==> src/rtl/video_timing_monitor_pkg.sv <==
// Shared definitions for the video timing monitor: lock FSM states and checksum width.
package video_timing_monitor_pkg;

   typedef enum logic [1:0] {
      SEARCH = 2'd0,
      CHECK  = 2'd1,
      LOCKED = 2'd2
   } lock_state_t;

   localparam int SUM_W = 16;

endpackage

==> src/rtl/video_timing_monitor_sync_edge_detect.sv <==
// pix_en-qualified sync sampler: normalises polarity and emits registered
// assert/deassert pulses, one clk after the sample register.
module sync_edge_detect #(
   parameter logic SYNC_POL = 1'b1
) (
   input  logic clk,
   input  logic reset,
   input  logic pix_en,
   input  logic sync,
   output logic level,
   output logic rise,
   output logic fall
);

   logic cur;
   logic prev;
   logic smp;

   always_ff @(posedge clk or posedge reset) begin
      if (reset) begin
         cur   <= 1'b0;
         prev  <= 1'b0;
         smp   <= 1'b0;
         level <= 1'b0;
         rise  <= 1'b0;
         fall  <= 1'b0;
      end else begin
         smp <= pix_en;
         if (pix_en) begin
            cur  <= (sync == SYNC_POL);
            prev <= cur;
         end
         level <= cur;
         rise  <= smp & cur & ~prev;
         fall  <= smp & ~cur & prev;
      end
   end

endmodule

==> src/rtl/video_timing_monitor.sv <==
// Receive-side hsync/vsync/rgb checker: measures line/frame timing, sums rgb
// per frame and tracks lock over consecutive consistent frames.
module video_timing_monitor
   import video_timing_monitor_pkg::*;
#(
   parameter int   CW       = 10,
   parameter logic SYNC_POL = 1'b1
) (
   input  logic             clk,
   input  logic             reset,
   input  logic             pix_en,
   input  logic             hsync,
   input  logic             vsync,
   input  logic [2:0]       rgb,
   output logic [CW-1:0]    line_len,
   output logic [CW-1:0]    hsync_width,
   output logic [CW-1:0]    frame_lines,
   output logic [SUM_W-1:0] frame_sum,
   output logic             frame_done,
   output logic             locked,
   output logic             sync_err
);

   localparam logic [CW-1:0] CNT_MAX = '1;

   logic h_lvl, h_rise, h_fall;
   logic v_lvl, v_rise, vsync_fall_unused;

   sync_edge_detect #(.SYNC_POL(SYNC_POL)) u_hsync (
      .clk    (clk),
      .reset  (reset),
      .pix_en (pix_en),
      .sync   (hsync),
      .level  (h_lvl),
      .rise   (h_rise),
      .fall   (h_fall)
   );

   sync_edge_detect #(.SYNC_POL(SYNC_POL)) u_vsync (
      .clk    (clk),
      .reset  (reset),
      .pix_en (pix_en),
      .sync   (vsync),
      .level  (v_lvl),
      .rise   (v_rise),
      .fall   (vsync_fall_unused)
   );

   // rgb and the sample strobe follow the same two-stage path as the sync edges
   logic       pe_q1, pe_q2;
   logic [2:0] rgb_q1, rgb_q2;

   always_ff @(posedge clk or posedge reset) begin
      if (reset) begin
         pe_q1  <= 1'b0;
         pe_q2  <= 1'b0;
         rgb_q1 <= '0;
         rgb_q2 <= '0;
      end else begin
         pe_q1 <= pix_en;
         pe_q2 <= pe_q1;
         if (pix_en) rgb_q1 <= rgb;
         rgb_q2 <= rgb_q1;
      end
   end

   lock_state_t      state;
   logic [CW-1:0]    hcnt, hw, vcnt;
   logic [SUM_W-1:0] acc;
   logic             line_bad;

   logic [CW-1:0] hlen, vcnt_inc, hcnt_next, vcnt_next;
   logic          timeout, len_chg, bad_now, active;

   always_comb begin
      hlen      = hcnt + CW'(1);
      vcnt_inc  = vcnt + CW'(h_rise);
      hcnt_next = h_rise ? '0 : hlen;
      vcnt_next = v_rise ? '0 : vcnt_inc;
      timeout   = (hcnt_next == CNT_MAX) || (vcnt_next == CNT_MAX);
      len_chg   = h_rise && (hlen != line_len);
      bad_now   = line_bad || len_chg;
      active    = !h_lvl && !v_lvl;
   end

   always_ff @(posedge clk or posedge reset) begin
      if (reset) begin
         state       <= SEARCH;
         hcnt        <= '0;
         hw          <= '0;
         vcnt        <= '0;
         acc         <= '0;
         line_bad    <= 1'b0;
         line_len    <= '0;
         hsync_width <= '0;
         frame_lines <= '0;
         frame_sum   <= '0;
         frame_done  <= 1'b0;
         locked      <= 1'b0;
         sync_err    <= 1'b0;
      end else begin
         frame_done <= 1'b0;
         sync_err   <= 1'b0;
         if (pe_q2) begin
            if (timeout) begin
               hcnt     <= '0;
               hw       <= '0;
               vcnt     <= '0;
               acc      <= '0;
               line_bad <= 1'b0;
               if (state != SEARCH) sync_err <= 1'b1;
               state  <= SEARCH;
               locked <= 1'b0;
            end else begin
               if (h_rise) begin
                  line_len <= hlen;
                  hcnt     <= '0;
                  if (len_chg) begin
                     line_bad <= 1'b1;
                     if (state == LOCKED) begin
                        sync_err <= 1'b1;
                        state    <= CHECK;
                        locked   <= 1'b0;
                     end
                  end
               end else begin
                  hcnt <= hlen;
               end

               if (h_fall) begin
                  hsync_width <= hw;
                  hw          <= '0;
               end else if (h_lvl && hw != CNT_MAX) begin
                  hw <= hw + CW'(1);
               end

               if (active) acc <= acc + SUM_W'(rgb_q2);
               vcnt <= vcnt_inc;

               // decided on the state held before this sample, so a coincident
               // line-length error in LOCKED yields a single sync_err pulse
               if (v_rise) begin
                  vcnt     <= '0;
                  acc      <= '0;
                  line_bad <= 1'b0;
                  case (state)
                     SEARCH: state <= CHECK;
                     CHECK: begin
                        frame_done  <= 1'b1;
                        frame_lines <= vcnt_inc;
                        frame_sum   <= acc;
                        if (!bad_now && vcnt_inc == frame_lines) begin
                           state  <= LOCKED;
                           locked <= 1'b1;
                        end
                     end
                     LOCKED: begin
                        frame_done  <= 1'b1;
                        frame_lines <= vcnt_inc;
                        frame_sum   <= acc;
                        if (bad_now || vcnt_inc != frame_lines) begin
                           sync_err <= 1'b1;
                           state    <= CHECK;
                           locked   <= 1'b0;
                        end
                     end
                     default: begin
                        state  <= SEARCH;
                        locked <= 1'b0;
                     end
                  endcase
               end
            end
         end
      end
   end

endmodule

==> config.mk <==
export PLATFORM = sky130hd
export DESIGN_NAME = video_timing_monitor
export DESIGN_NICKNAME = d
export VERILOG_FILES = /design/src/rtl/video_timing_monitor_pkg.sv /design/src/rtl/video_timing_monitor_sync_edge_detect.sv /design/src/rtl/video_timing_monitor.sv
export SDC_FILE = /design/constraint.sdc
export NUM_CORES = 1
export LEC_CHECK = 0
export ABC_AREA = 1
export CAP_MARGIN = 20
export CORE_MARGIN = 2
export CORE_UTILIZATION = 62
export DETAILED_ROUTE_END_ITERATION = 8
export GPL_TIMING_DRIVEN = 0
export PLACE_DENSITY = 0.85
export SYNTH_ARGS = -nofsm -noshare
export SYNTH_HDL_FRONTEND = slang
export SYNTH_SLANG_ARGS = --single-unit
==> constraint.sdc <==
create_clock -name clk -period 5.8 [get_ports clk]
set_input_delay 1.16 -clock clk [delete_from_list [all_inputs] [get_ports clk]]
set_output_delay 1.16 -clock clk [all_outputs]
set_load 0.1 [all_outputs]
==> impl_table.tex <==
\begin{tabular}{lr}
\hline
Metric & Value \\
\hline
\multicolumn{2}{l}{\textbf{Run status}} \\
Run status & finished clean \\
\multicolumn{2}{l}{\textbf{Worst setup path}} \\
Number of buffers and inverters on the critical path & 1 \\
Critical path startpoint & frame\_lines[0] \\
Arrival time at the worst endpoint & 2090 ps \\
Cell chain of the critical path & clkdlybuf4s50\_1 \\
Data required time of the worst path & 4640 ps \\
Top cell family by delay on the critical path & buffers and inverters \\
Worst reg-to-reg setup slack & 2750 ps \\
Worst setup path endpoint & frame\_lines[0] \\
Stage delay of the slowest cell on the critical path & 1160 ps \\
Number of stages on the worst setup path & 1 \\
Critical path peak fanout & 3 \\
Slowest CP cell & sky130\_fd\_sc\_hd\_\_clkdlybuf4s50\_1 \\
Critical register-to-register path startpoint & u\_hsync.rise \\
CP Launch Type & flip-flop \\
Category of the most critical setup path & flip-flop to primary output \\
Critical Path Sink Type & primary output \\
Logic depth of the worst register-to-register path & 18 \\
Worst reg2reg path endpoint & acc[13] \\
\multicolumn{2}{l}{\textbf{Floorplanning}} \\
Placement row count & 35 \\
Core area & 9330 um\^{}2 \\
Starting Density & 0.644 \\
Chip Width & 102 um \\
Die Footprint & 10500 um\^{}2 \\
Boundary Pins & 57 \\
Y dimension of the die & 102 um \\
\multicolumn{2}{l}{\textbf{Placed design}} \\
Pre-CTS setup slack & 2860 ps \\
Detailed placer's ending HPWL & 10000 um \\
Post-Place Cell Area & 6760 um\^{}2 \\
Port Buf Inserts & 56 \\
Placed instance count & 916 \\
Final RePlAce weighted congestion & 0.906 \\
\multicolumn{2}{l}{\textbf{Layout}} \\
Post-route non-filler standard cell count & 947 \\
Final net count & 828 \\
\# diodes & 0 \\
Fill cell instance count of the final layout & 616 \\
Synth-to-layout area growth & 22.5\% \\
Fin area & 7360 um\^{}2 \\
Core occupancy in the finished layout & 0.789 \\
Fraction of layout cells with a size suffix above 1 & 0.115 \\
\multicolumn{2}{l}{\textbf{Timing}} \\
Max Clock Skew & 8.13 ps \\
RSZ-0062 raised after global routing & no \\
Slew of the pin with the lowest slew margin & 988 ps \\
Fmax & 307 MHz \\
Time the final worst path needs with I/O delays and setup & 3250 ps \\
Final Hold Violating Endpoints & 0 \\
Summed negative setup slack over all endpoints & 0 ps \\
Worst slack on hold paths & 375 ps \\
Fraction of the cycle the final worst path needs & 0.561 \\
Worst relative slew slack & 0.339 \\
Count of pins over their slew limit & 0 \\
Number of failing setup endpoints in the final timing report & 0 \\
Post-route setup slack & 2550 ps \\
\multicolumn{2}{l}{\textbf{CTS}} \\
CTS Hold Buffers Added & 0 \\
Library cell used as clock root buffer & sky130\_fd\_sc\_hd\_\_clkbuf\_8 \\
H-tree levels & 4 \\
Post-CTS resize count & 0 \\
Number of post-CTS setup repair buffers & 0 \\
Clock latency on the worst-skew pair & 520 ps \\
TritonCTS sink count & 115 \\
Inserted Clock Buffers & 17 \\
Clock transition at the register clock pins on the worst setup and hold paths after CTS & 60 ps \\
Maximum root-to-sink buffer count & 2 \\
Clock tree from TritonCTS & built \\
\multicolumn{2}{l}{\textbf{Power and ir drop}} \\
Leakage & 3.40 nW \\
Power density over cell area & 419 nW/um\^{}2 \\
Sw frac & 0.395 \\
Cell internal pwr & 1.86 mW \\
Fraction of power consumed by sequential logic & 0.333 \\
Worst ir drop on vdd & 0.404 mV \\
Combinational share of power & 0.325 \\
Design Power & 3.08 mW \\
Net Switching & 1.22 mW \\
Clock group share of total power & 0.342 \\
\multicolumn{2}{l}{\textbf{Global routing}} \\
Total routing usage reported by global routing & 0.301 \\
Met3 track utilization from global routing & 0.0732 \\
Overall overflow remaining after global route & 0 \\
Pin count of the biggest net entering global routing & 60 \\
Met2 track demand over resource & 0.473 \\
Met1 Resource Use GR & 0.404 \\
Via count of the first global-routing pass & 5134 \\
Layer with the highest usage & met2 \\
First-pass GRT wire length & 24200 um \\
Antenna violations before repair & 0 \\
\multicolumn{2}{l}{\textbf{Route}} \\
Via density & 5.63 \\
Mean routed wirelength per cell & 15.3 um \\
Routed Antenna Nets & 0 \\
Vias post-DR & 5328 \\
DRT Wirelength & 14500 um \\
Number of DRC violations after detailed routing & 0 \\
Total iterations of the first detailed-routing run & 5 \\
Number of DRC markers after the initial detailed-route iteration & 385 \\
\multicolumn{2}{l}{\textbf{Yosys}} \\
Ys async rst share & 1.00 \\
Net Count, Synth & 752 \\
Synth Area per Inst & 8.23 um\^{}2 \\
Flip-flop and latch count after synthesis & 115 \\
Number of library cell types mapped by synthesis & 45 \\
Number of cells produced by synthesis & 730 \\
Number of flops mapped to enable cells by yosys & 0 \\
Count of warnings emitted by yosys & 0 \\
Most instantiated flip-flop cell in the synthesis netlist & sky130\_fd\_sc\_hd\_\_dfrtp\_1 \\
Share of synthesized area occupied by flip-flops and latches & 0.479 \\
Cell Area, Synth & 6000 um\^{}2 \\
\multicolumn{2}{l}{\textbf{Worst hold path}} \\
Class of the worst hold path & flip-flop to flip-flop \\
\multicolumn{2}{l}{\textbf{Job}} \\
Number of violations of the max-capacitance limit & 0 \\
\hline
\end{tabular}
## routing by layer
metal,vias up,part of all wire,wire (um)
li1,2520,-,-
met1,2564,0.43,6280
met2,201,0.49,7050
met3,43,0.059,849
met4,0,0.022,325
met5,-,0,0
## synthesized netlist by cell type (3+ instances only)
master                     instances  area (um^2)
sky130_fd_sc_hd__a21oi_1          11         55.1
sky130_fd_sc_hd__buf_2             7         35.0
sky130_fd_sc_hd__buf_6             3         33.8
sky130_fd_sc_hd__clkbuf_1          5         18.8
sky130_fd_sc_hd__dfrtp_1         115         2880
sky130_fd_sc_hd__ha_1             13          163
sky130_fd_sc_hd__inv_1            80          300
sky130_fd_sc_hd__mux2_2            3         33.8
sky130_fd_sc_hd__nand2_1         209          785
sky130_fd_sc_hd__nand2_2          15         93.8
sky130_fd_sc_hd__nand2_4           3         33.8
sky130_fd_sc_hd__nand3_1          52          260
sky130_fd_sc_hd__nand3b_1          6         45.0
sky130_fd_sc_hd__nand4_1          12         75.1
sky130_fd_sc_hd__nor2_1           44          165
sky130_fd_sc_hd__nor2_2            5         31.3
sky130_fd_sc_hd__nor2_4            3         33.8
sky130_fd_sc_hd__nor3_1           18         90.1
sky130_fd_sc_hd__nor4_1            4         25.0
sky130_fd_sc_hd__o21ai_0          52          260
sky130_fd_sc_hd__o21ai_1           7         35.0
sky130_fd_sc_hd__o21ai_2           8         70.1
sky130_fd_sc_hd__o22ai_1           9         56.3
sky130_fd_sc_hd__o31ai_1           4         30.0
sky130_fd_sc_hd__o32ai_1           4         35.0
sky130_fd_sc_hd__xor2_1           15          131
## how the worst min path moves through the flow
stage | startpoint | endpoint | slack [ps] | cells after the start
after floorplan | rgb_q1[0] | rgb_q2[0] | 350 | 0
final | u_vsync.smp | pe_q2 | 370 | 0
after CTS | u_vsync.smp | pe_q2 | 380 | 0
after global routing | u_vsync.cur | u_vsync.level | 390 | 0
after detailed placement | u_vsync.smp | pe_q2 | 360 | 0
after global placement | rgb_q1[1] | rgb_q2[1] | 360 | 0
## power groups by stage
stage | Sequential (mW) | Combinational, mW | Clock (mW)
2_1_floorplan | 1.39 | 0.392 | 0
3_3_place_gp | 1.03 | 0.965 | 0
3_5_place_dp | 1.03 | 0.991 | 0
4_1_cts | 1.02 | 1.00 | 1.06
5_1_grt | 1.04 | 1.08 | 1.10
6_report | 1.03 | 1.00 | 1.05
## cell families after synthesis
family | Yosys count | synth area share
XOR/XNOR | 18 | 0.0285
AND/OR/NAND/NOR | 380 | 0.289
AO/OA/AOI/OAI | 98 | 0.0946
adder cells (fa/ha/maj) | 14 | 0.0304
multiplexers | 3 | 0.00563
buffers and inverters | 102 | 0.0723
flip-flops | 115 | 0.479
## cell type report
cell class | instances | area [um^2] | share of cell area
clock buffer | 19 | 442 | 0.0600
inverter | 84 | 323 | 0.0439
buffer | 18 | 114 | 0.0155
multi-input combinational | 513 | 2690 | 0.366
sequential | 115 | 2880 | 0.391
timing repair buffer | 57 | 588 | 0.0799
clock inverter | 12 | 158 | 0.0214
tap | 129 | 161 | 0.0219
## layout by cell type (no fill, tap or decap), drive strengths merged, types with 2 or more instances in the layout
cell	Yosys	final
a21oi	11	11
clkbuf	5	24
clkinv	0	3
dfrtp	115	115
clkdlybuf4s50	0	56
buf	13	14
or2	2	2
clkinvlp	0	6
mux2	3	3
o21ai	67	67
nor3	19	19
o22ai	9	9
o31ai	4	4
nand3b	6	6
nand3	53	53
xor2	15	15
nand2	228	228
inv	84	84
bufinv	0	3
xnor2	2	2
nor4	4	4
nand4	13	13
nor2	53	53
o32ai	4	4
ha	13	13
## flip-flops by register name, indices dropped and copies added (netlist names), 2 cells and up
signal and cells:
state 2, hsync_width 10, line_len 10, acc 16, rgb_q1 3, frame_sum 16, rgb_q2 3, vcnt 10
frame_lines 10, hw 10, hcnt 10
(Power assumes the default switching activity.)
==> edit, RTL diff (same flow settings) <==
`SUM_W`: 16 -> 32.
--- a/src/rtl/video_timing_monitor_pkg.sv
+++ b/src/rtl/video_timing_monitor_pkg.sv
@@ -7,7 +7,7 @@
       LOCKED = 2'd2
    } lock_state_t;
 
-   localparam int SUM_W = 16;
+   localparam int SUM_W = 32;
 
 endpackage
 
Ports: changed (resized frame_sum); port bits go from 57 to 73. No check against the original RTL was run, so the function may have changed too.
==> edit against the unedited design <==
- utilization is 2.1 points lower
- design area is 26% higher
- maximum frequency is 2.4% higher
- wire length is 29% higher
- count of clock-buffer cells in the layout stayed put
- sequential power is 20% higher
- non-clock buffer count is 26 higher
- sequential cell count is 32 higher
- critical path depth stayed put
- synthesized area is 28% higher
- worst setup slack better by 75 ps
- via count is 30% higher
- total power is 6.9% higher
- critical path type unchanged
- critical endpoint is now frame_lines[9]
- largest power group is now sequential cells
==> edit: results (changes against the unedited design) <==
sequential-to-total area share from yosys stat=0.478 (-0.00153); Area contributors post-synth=dfrtp_1 48%, nand2_1 14%, inv_1 4.8%; Peak supply drop=0.263 mV (-35%); CP max stage cell=clkdlybuf4s50_1; adder-cell share of the synthesized area=0.0237 (-0.00670); Distinct cells, synth=48 (+6.7%); Synth top cells by count=280 x nand2_1, 147 x dfrtp_1, 99 x inv_1; Clock transition at path regs=60 ps (about the same); Fill cells=867 (+41%); Worst setup endpoint=frame_lines[9]; drt pass-1 iters=5 (unchanged); status=finished clean; Clock Latency Late Sink=430 ps (-90 ps); WL final=18800 um (+29%); DRT iter0 DRCs=662 (+72%); fmax=315 MHz (+2.4%); reg-to-reg endpoint=frame_lines[3]; Compound-Gate Fraction of Synth Area=0.110 (+0.0152); mux contribution to synthesized area=0.00585 (+0.000224); number of vias per cell=5.66 (+0.57%); hpwl dp=13500 um (+35%); Leak=0.00409 uW (+20%); Root Buffer=clkbuf_16; Largest regs=acc x32, frame_sum x32; vias in the first global route=6237 (+21%); gpl congestion=0.983 (+8.5%); Min-Delay Path Class=register to register; post-synthesis cell count=948 (+30%); Rel. slew slack=0.346 (+0.00655); first-pass GRT wire length=30900 um (+28%); Placement Setup Slack=2900 ps (+38.3 ps); setup slack, reg-to-reg=2780 ps (+30 ps); worst setup path startpoint=frame_lines[9]; M1 wire length=8540 um (+36%); largest net degree at the start of global routing=94 (+57%); Post-Syn Nets=970 (+29%); met2 routed wirelength=8580 um (+22%); HP Start=u_vsync.cur; CP max FO=4 (+1); metal3 WL=1390 um (+63%); I/O Buffers=72 (+29%); fin cells=1220 (+29%); GRT Total Usage=0.299 (-0.00206); PostCTS Resize Cnt=0 (unchanged); critical path arrival=2020 ps (-70 ps); layout cells sized above 1=0.0798 (-0.0351); Final Net Count=1062 (+28%); Synth Area in XOR/XNOR=0.0325 (+0.00395); Register-to-Register Path Depth=14 (-4); clk_skew=7.21 ps (-0.918 ps)
-- edit: cells by family after synthesis --
family | after synthesis
simple gates | 474
flops | 147
compound gates | 146
buf+inv | 136
xor+xnor | 27
fa+ha+maj | 14
mux | 4
-- edit: power breakdown --
part           switching (uW)  total [uW]  internal [uW]
clock network             434        1120            686
logic                     682         936            254
registers                 103        1240           1140
-- edit: worst min-delay path by stage --
stage               cells past startpoint            end  slack (ps)
floorplan                               0      rgb_q2[0]         350
global placement                        0  u_vsync.level         360
detailed placement                      0  u_vsync.level         360
CTS                                     0  u_vsync.level         370
global route                            0  u_vsync.level         380
finish                                  0  u_vsync.level         370
-- edit: through the flow --
step	hold WS, ps	total power, uW	instance area, sq um
2_1_floorplan	350	1950	7700
3_3_place_gp	356	2160	8630
3_5_place_dp	360	2180	8660
4_1_cts	368	3300	9260
5_1_grt	375	3440	9260
6_report	369	3300	9260
-- edit: final cells by class --
class,count,share of cell area
flip-flops and latches,147,0.397
multi-input cells,665,0.370
repair buffers,73,0.0808
clock buffers,19,0.0478
inverters,108,0.0446
well taps,168,0.0227
plain buffers,28,0.0205
clock inverters,12,0.0170
-- edit: routing by layer --
metal,global-route usage,vias up
met1,0.436,3274
li1,-,3320
met3,0.0601,30
met5,0,-
met2,0.454,279
met4,0.0908,0
